File: src/rtl/gallery_controller.sv
// rtl/gallery_controller.sv - image gallery sequencer: slot occupancy, displayed index, slot clear pass
//
// Ports:
//   clk, reset        system clock; asynchronous active-high reset
//   next_pulse        move to the next occupied slot (one cycle)
//   prev_pulse        move to the previous occupied slot (one cycle)
//   delete_pulse      delete the displayed slot and zero it in frame memory
//   restore_pulse     mark every slot occupied again
//   mem_ready         frame memory accepts the current write this cycle
//   mem_we            frame-memory write request (only during a clear pass)
//   mem_addr          write address {slot, word}
//   mem_wdata         write data, always zero
//   image_index       slot currently displayed
//   slot_valid        occupancy bitmap, bit i = slot i holds an image
//   blank             no slot holds an image
//   busy              a seek or clear pass is in progress
module gallery_controller #(
    parameter int IDX_W   = 2,
    parameter int WORD_AW = 8,
    parameter int DATA_W  = 12
) (
    input  logic                       clk,
    input  logic                       reset,
    input  logic                       next_pulse,
    input  logic                       prev_pulse,
    input  logic                       delete_pulse,
    input  logic                       restore_pulse,
    input  logic                       mem_ready,
    output logic                       mem_we,
    output logic [IDX_W+WORD_AW-1:0]   mem_addr,
    output logic [DATA_W-1:0]          mem_wdata,
    output logic [IDX_W-1:0]           image_index,
    output logic [(1<<IDX_W)-1:0]      slot_valid,
    output logic                       blank,
    output logic                       busy
);

    localparam int NSLOTS = 1 << IDX_W;

    localparam logic [1:0] S_IDLE     = 2'd0;
    localparam logic [1:0] S_SEEK_FWD = 2'd1;
    localparam logic [1:0] S_SEEK_BWD = 2'd2;
    localparam logic [1:0] S_CLEAR    = 2'd3;

    localparam logic [IDX_W-1:0]   ONE_IDX   = IDX_W'(1);
    // A seek gives up after probing every other slot once.
    localparam logic [IDX_W-1:0]   LAST_STEP = IDX_W'(NSLOTS - 1);
    localparam logic [WORD_AW-1:0] LAST_WORD = {WORD_AW{1'b1}};

    logic [1:0]         state;
    logic [IDX_W-1:0]   cand;
    logic [IDX_W-1:0]   step;
    logic [WORD_AW-1:0] word_cnt;

    assign mem_wdata = '0;
    assign blank     = ~|slot_valid;
    assign busy      = (state != S_IDLE);

    always_ff @(posedge clk or posedge reset) begin
        if (reset) begin
            state       <= S_IDLE;
            image_index <= '0;
            slot_valid  <= '1;
            cand        <= '0;
            step        <= '0;
            word_cnt    <= '0;
            mem_we      <= 1'b0;
            mem_addr    <= '0;
        end else begin
            case (state)
                S_IDLE: begin
                    // Delete wins even when it is ignored, so a delete on an
                    // empty slot still swallows a simultaneous next/prev.
                    if (delete_pulse) begin
                        if (slot_valid[image_index]) begin
                            slot_valid[image_index] <= 1'b0;
                            word_cnt <= '0;
                            mem_we   <= 1'b1;
                            mem_addr <= {image_index, {WORD_AW{1'b0}}};
                            state    <= S_CLEAR;
                        end
                    end else if (next_pulse) begin
                        cand  <= image_index + ONE_IDX;
                        step  <= ONE_IDX;
                        state <= S_SEEK_FWD;
                    end else if (prev_pulse) begin
                        cand  <= image_index - ONE_IDX;
                        step  <= ONE_IDX;
                        state <= S_SEEK_BWD;
                    end else if (restore_pulse) begin
                        slot_valid <= '1;
                    end
                end

                S_SEEK_FWD, S_SEEK_BWD: begin
                    if (slot_valid[cand]) begin
                        image_index <= cand;
                        state       <= S_IDLE;
                    end else if (step == LAST_STEP) begin
                        state <= S_IDLE;
                    end else begin
                        cand <= (state == S_SEEK_FWD) ? cand + ONE_IDX : cand - ONE_IDX;
                        step <= step + ONE_IDX;
                    end
                end

                S_CLEAR: begin
                    // Address and data only move on an accepted write, so a
                    // stalled request is presented unchanged.
                    if (mem_ready) begin
                        if (word_cnt == LAST_WORD) begin
                            mem_we <= 1'b0;
                            cand   <= image_index + ONE_IDX;
                            step   <= ONE_IDX;
                            state  <= S_SEEK_FWD;
                        end else begin
                            word_cnt <= word_cnt + WORD_AW'(1);
                            mem_addr <= {image_index, word_cnt + WORD_AW'(1)};
                        end
                    end
                end

                default: state <= S_IDLE;
            endcase
        end
    end

endmodule

File: config.mk
export PLATFORM = sky130hd
export DESIGN_NAME = gallery_controller
export DESIGN_NICKNAME = d
export VERILOG_FILES = /design/src/rtl/gallery_controller.sv
export SDC_FILE = /design/constraint.sdc
export NUM_CORES = 1
export LEC_CHECK = 0
export BUFFER_PORTS_ARGS = -buffer_cell sky130_fd_sc_hd__buf_4
export CAP_MARGIN = 40
export CORE_ASPECT_RATIO = 1.1
export CORE_MARGIN = 2
export CORE_UTILIZATION = 57
export DETAILED_ROUTE_END_ITERATION = 6
export GPL_TIMING_DRIVEN = 0
export PLACE_DENSITY_LB_ADDON = 0.08
export SETUP_SLACK_MARGIN = 0.2
export SYNTH_ARGS = -nofsm -noshare
export SYNTH_HDL_FRONTEND = slang
export SYNTH_SLANG_ARGS = --single-unit
File: constraint.sdc
create_clock -name clk -period 5.3 [get_ports clk]
set_input_delay 0.53 -clock clk [delete_from_list [all_inputs] [get_ports clk]]
set_output_delay 0.53 -clock clk [all_outputs]
set_load 0.01 [all_outputs]
==> summary by stage <==
Synth
For this run, the number of Yosys warnings is 0. The area of the mapped netlist is 1520 um2. In this run, synthesis inferred 0 flip-flops with an integrated enable. The number of standard cells after synthesis is 155. The fraction of synthesis flops using an asynchronous set or reset pin is 1.00. The cell taking the most area after synthesis is sky130_fd_sc_hd__dfrtp_1. Among all flip-flop cells after synthesis, the most frequent one is sky130_fd_sc_hd__dfrtp_1.

The sequential-to-total area share from yosys stat is 0.383. The number of library cell types mapped by synthesis is 45. Sorting the synthesized cells by area gives the leading types as sky130_fd_sc_hd__dfrtp_1 (31%), sky130_fd_sc_hd__ha_1 (8.3%), sky130_fd_sc_hd__dfstp_2 (6.9%).

Synthesis inferred 23 register bits. Of the post-synthesis cell area, the dominant cell type holds 0.314. Each instance of the synthesized netlist takes up on average 9.78 um2.

STA
Setup repair after global routing left no endpoint under its margin. The minimum setup slack in the final design is 3.35 ns. Between clock sinks in the finished design, the worst skew comes to 0.00478 ns.

In the finished design, the share of the clock period the worst path needs comes to 0.368. The number of failing hold endpoints at the final stage came to 0. The count of pins over their slew limit is 0. The number of setup violations in the final report is 0. After layout, the minimum clock period comes to 1.95 ns. Timing would allow up to 512 MHz.

The worst hold slack is 0.210 ns. Adding up every negative setup slack in the final design gives 0 ns.

CTS
The maximum level of the CTS H-tree is 1. The CTS root buffer is sky130_fd_sc_hd__clkbuf_4. Buffers inserted to repair hold after CTS numbered 0. Counting every sink on the clock net gives 23. In this run the post-CTS setup repair buffer count came out at 0. The longest clock path from root to sink contains 2 buffers.

TritonCTS built the clock tree. The clock latency reported for the late side of the worst-skew pair is 0.31 ns. After clock tree synthesis, the clock-pin slew on the worst setup and hold paths is 0.13 ns.

The number of gates resized after CTS was 0. Clock tree synthesis inserted a total of 3 buffers.

Floorplanning
In this run the count of I/O pins placed on the die edge is 38. For this configuration, the core starts out at a cell density of 0.601. The placeable core region is 2520 um2. The cell row count is 19. In this run the horizontal extent of the chip is 53.2 um. The floorplan step set the die height to 58.1 um. The area of the die is 3090 um2.

Power and ir drop
Summing internal, switching and leakage power gives 967 uW. The switching share of power is 0.427. The peak supply drop is 0.000430 V. The switching power is 413 uW. Internal power comes to 554 uW.

The portion of total power attributed to the clock network is 0.087. The analysis attributes to cell leakage a power of 0.890 nW. Of the total power, registers draw 0.322. The cell area power density is 529 nW/um2.

Of the total power, combinational logic draws 0.591.

Setup path
STA puts the critical path data arrival time at 1.42 ns. The data required time of the critical path is 4.77 ns. The largest fanout on the critical path is 7. The endpoint type of the worst setup path is an output port. The launching element type of the critical path is a register.

The kind of critical path is register to output port.

Finish
After filler insertion, the fill cell instance count of the layout stands at 198. At the end of the flow the core is filled with cells to 0.724. The layout cell share with drive strength beyond 1 is 0.291. The net count of the finished layout is 214.

The area of all placed cells without fillers is 1830 um2. The diode insertion count for antenna repair is 0. The final cell count without fillers is 227. From synthesis to final layout, the design area changed by 20.5%.

Routing
The wire length reported by the detailed router is 3150 um. The number of remaining DRC errors is 0. The average routed wire per standard cell is 13.9 um. For this block, the via count after detailed routing is 1,240. The via density per instance is 5.46. For this block, the initial DRC count from the detailed router was 18.

The first-pass detailed-route iteration total is 4. In this run the remaining antenna-violating nets after routing total 0.

Place
Summing all placed instances gives a cell area of 1800 um2. The count of port buffers added during placement is 25. The wire-length estimate of the detail-placed layout is 2440 um.

At the placement stage, the worst setup path has a slack of 3.43 ns. In this run, placement finished with an instance count of 223. The global placement routability congestion is 0.919.

GRT
The maximum number of pins on one net before global-route repair is 14. The first-pass GRT wire length is 4940 um. The number of antenna violations at the first check in global routing is 0. Global routing finished with a remaining overflow of 0.

The via count of the first global-routing pass is 1,120. The total global-route track usage is 0.216.

Flow run
The reported max-cap violation count is 0.

Status
The run finished with clean final reports.

Hold path
The worst hold-check path type is primary input to asynchronous set/reset pin.
## power by group through the flow
stage                     clock (mW)  combinational (mW)  sequential (mW)
final                         0.0840               0.571            0.311
after global routing          0.0928               0.623            0.321
after CTS                     0.0862               0.572            0.312
after detailed placement           0               0.571            0.315
after global placement             0               0.556            0.312
after floorplan                    0               0.418            0.313
## cell families after synthesis
group	synth area share
AO/OA/AOI/OAI	0.164
XOR/XNOR	0.0173
adder cells (fa/ha/maj)	0.0826
buffers and inverters	0.0892
flip-flops	0.383
multiplexers	0.119
other	0.00247
AND/OR/NAND/NOR	0.142
## synthesized netlist by cell type (2+ instances only)
| cell | count |
|---|---|
| sky130_fd_sc_hd__a21o_1 | 5 |
| sky130_fd_sc_hd__a21oi_1 | 9 |
| sky130_fd_sc_hd__a31oi_1 | 2 |
| sky130_fd_sc_hd__and2_1 | 2 |
| sky130_fd_sc_hd__buf_4 | 12 |
| sky130_fd_sc_hd__dfrtp_1 | 19 |
| sky130_fd_sc_hd__dfstp_2 | 4 |
| sky130_fd_sc_hd__ha_1 | 10 |
| sky130_fd_sc_hd__inv_1 | 10 |
| sky130_fd_sc_hd__mux2_1 | 4 |
| sky130_fd_sc_hd__mux2_2 | 4 |
| sky130_fd_sc_hd__mux2_4 | 2 |
| sky130_fd_sc_hd__mux2i_1 | 6 |
| sky130_fd_sc_hd__nand2_1 | 14 |
| sky130_fd_sc_hd__nand2b_1 | 2 |
| sky130_fd_sc_hd__nand3_1 | 6 |
| sky130_fd_sc_hd__nand3b_1 | 2 |
| sky130_fd_sc_hd__nand4_1 | 2 |
| sky130_fd_sc_hd__nor2_1 | 7 |
| sky130_fd_sc_hd__o21ai_0 | 6 |
| sky130_fd_sc_hd__o21ai_1 | 2 |
| sky130_fd_sc_hd__xor2_1 | 2 |
## state kept, by name, indices dropped and copies added, names as in the netlist
register / count
slot_valid: 4
step: 2
image_index: 2
mem_addr: 10
cand: 2
mem_we: 1
state: 2
## cells in the final DEF (no fill, tap or decap), drive strengths merged, types with 2 or more instances in the layout
master / count
a21o: 5
a21oi: 10
a31oi: 2
and2: 2
buf: 39
clkbuf: 4
conb: 12
dfrtp: 19
dfstp: 4
ha: 10
inv: 10
mux2: 10
mux2i: 6
nand2: 14
nand2b: 2
nand3: 6
nand3b: 2
nand4: 2
nor2: 7
nor3b: 2
o21ai: 9
xor2: 2
## worst paths after layout
path,slack (ns),cells after the start,end,startpoint
max,3.35,4,busy,state[1]
min,0.21,2,image_index[0],reset
max reg2reg,3.43,5,state[0],image_index[1]
min reg2reg,0.53,1,mem_addr[8],mem_addr[8]
max in group asynchronous,4.65,3,mem_addr[4],reset
min in group clk,0.53,1,mem_addr[8],mem_addr[8]
## layer usage
metal  routed length (um)  vias up  global-route usage  share of wire
met4                   19        0              0.0733         0.0060
met5                    0        -                   0              0
li1                     -      609                   -              -
met2                 1600       35               0.359           0.51
met3                  135        2              0.0335          0.043
met1                 1390      594               0.285           0.44
## critical path: stages (launching register included)
cell and delay [ns]:
sky130_fd_sc_hd__dfrtp_1 0.41, sky130_fd_sc_hd__inv_1 0.13, sky130_fd_sc_hd__ha_1 0.35, sky130_fd_sc_hd__inv_1 0.07, sky130_fd_sc_hd__buf_4 0.15
## final cells by class
class	instances	area (um2)	area share
Multi-Input combinational cell	119	841	0.461
Sequential cell	23	581	0.318
Tap cell	31	38.8	0.0212
Buffer	14	97.6	0.0535
Clock inverter	1	5.00	0.00274
Inverter	10	37.5	0.0206
Clock buffer	3	22.5	0.0123
Timing Repair Buffer	26	203	0.111
No activity file was read; power rests on OpenSTA's default activity.
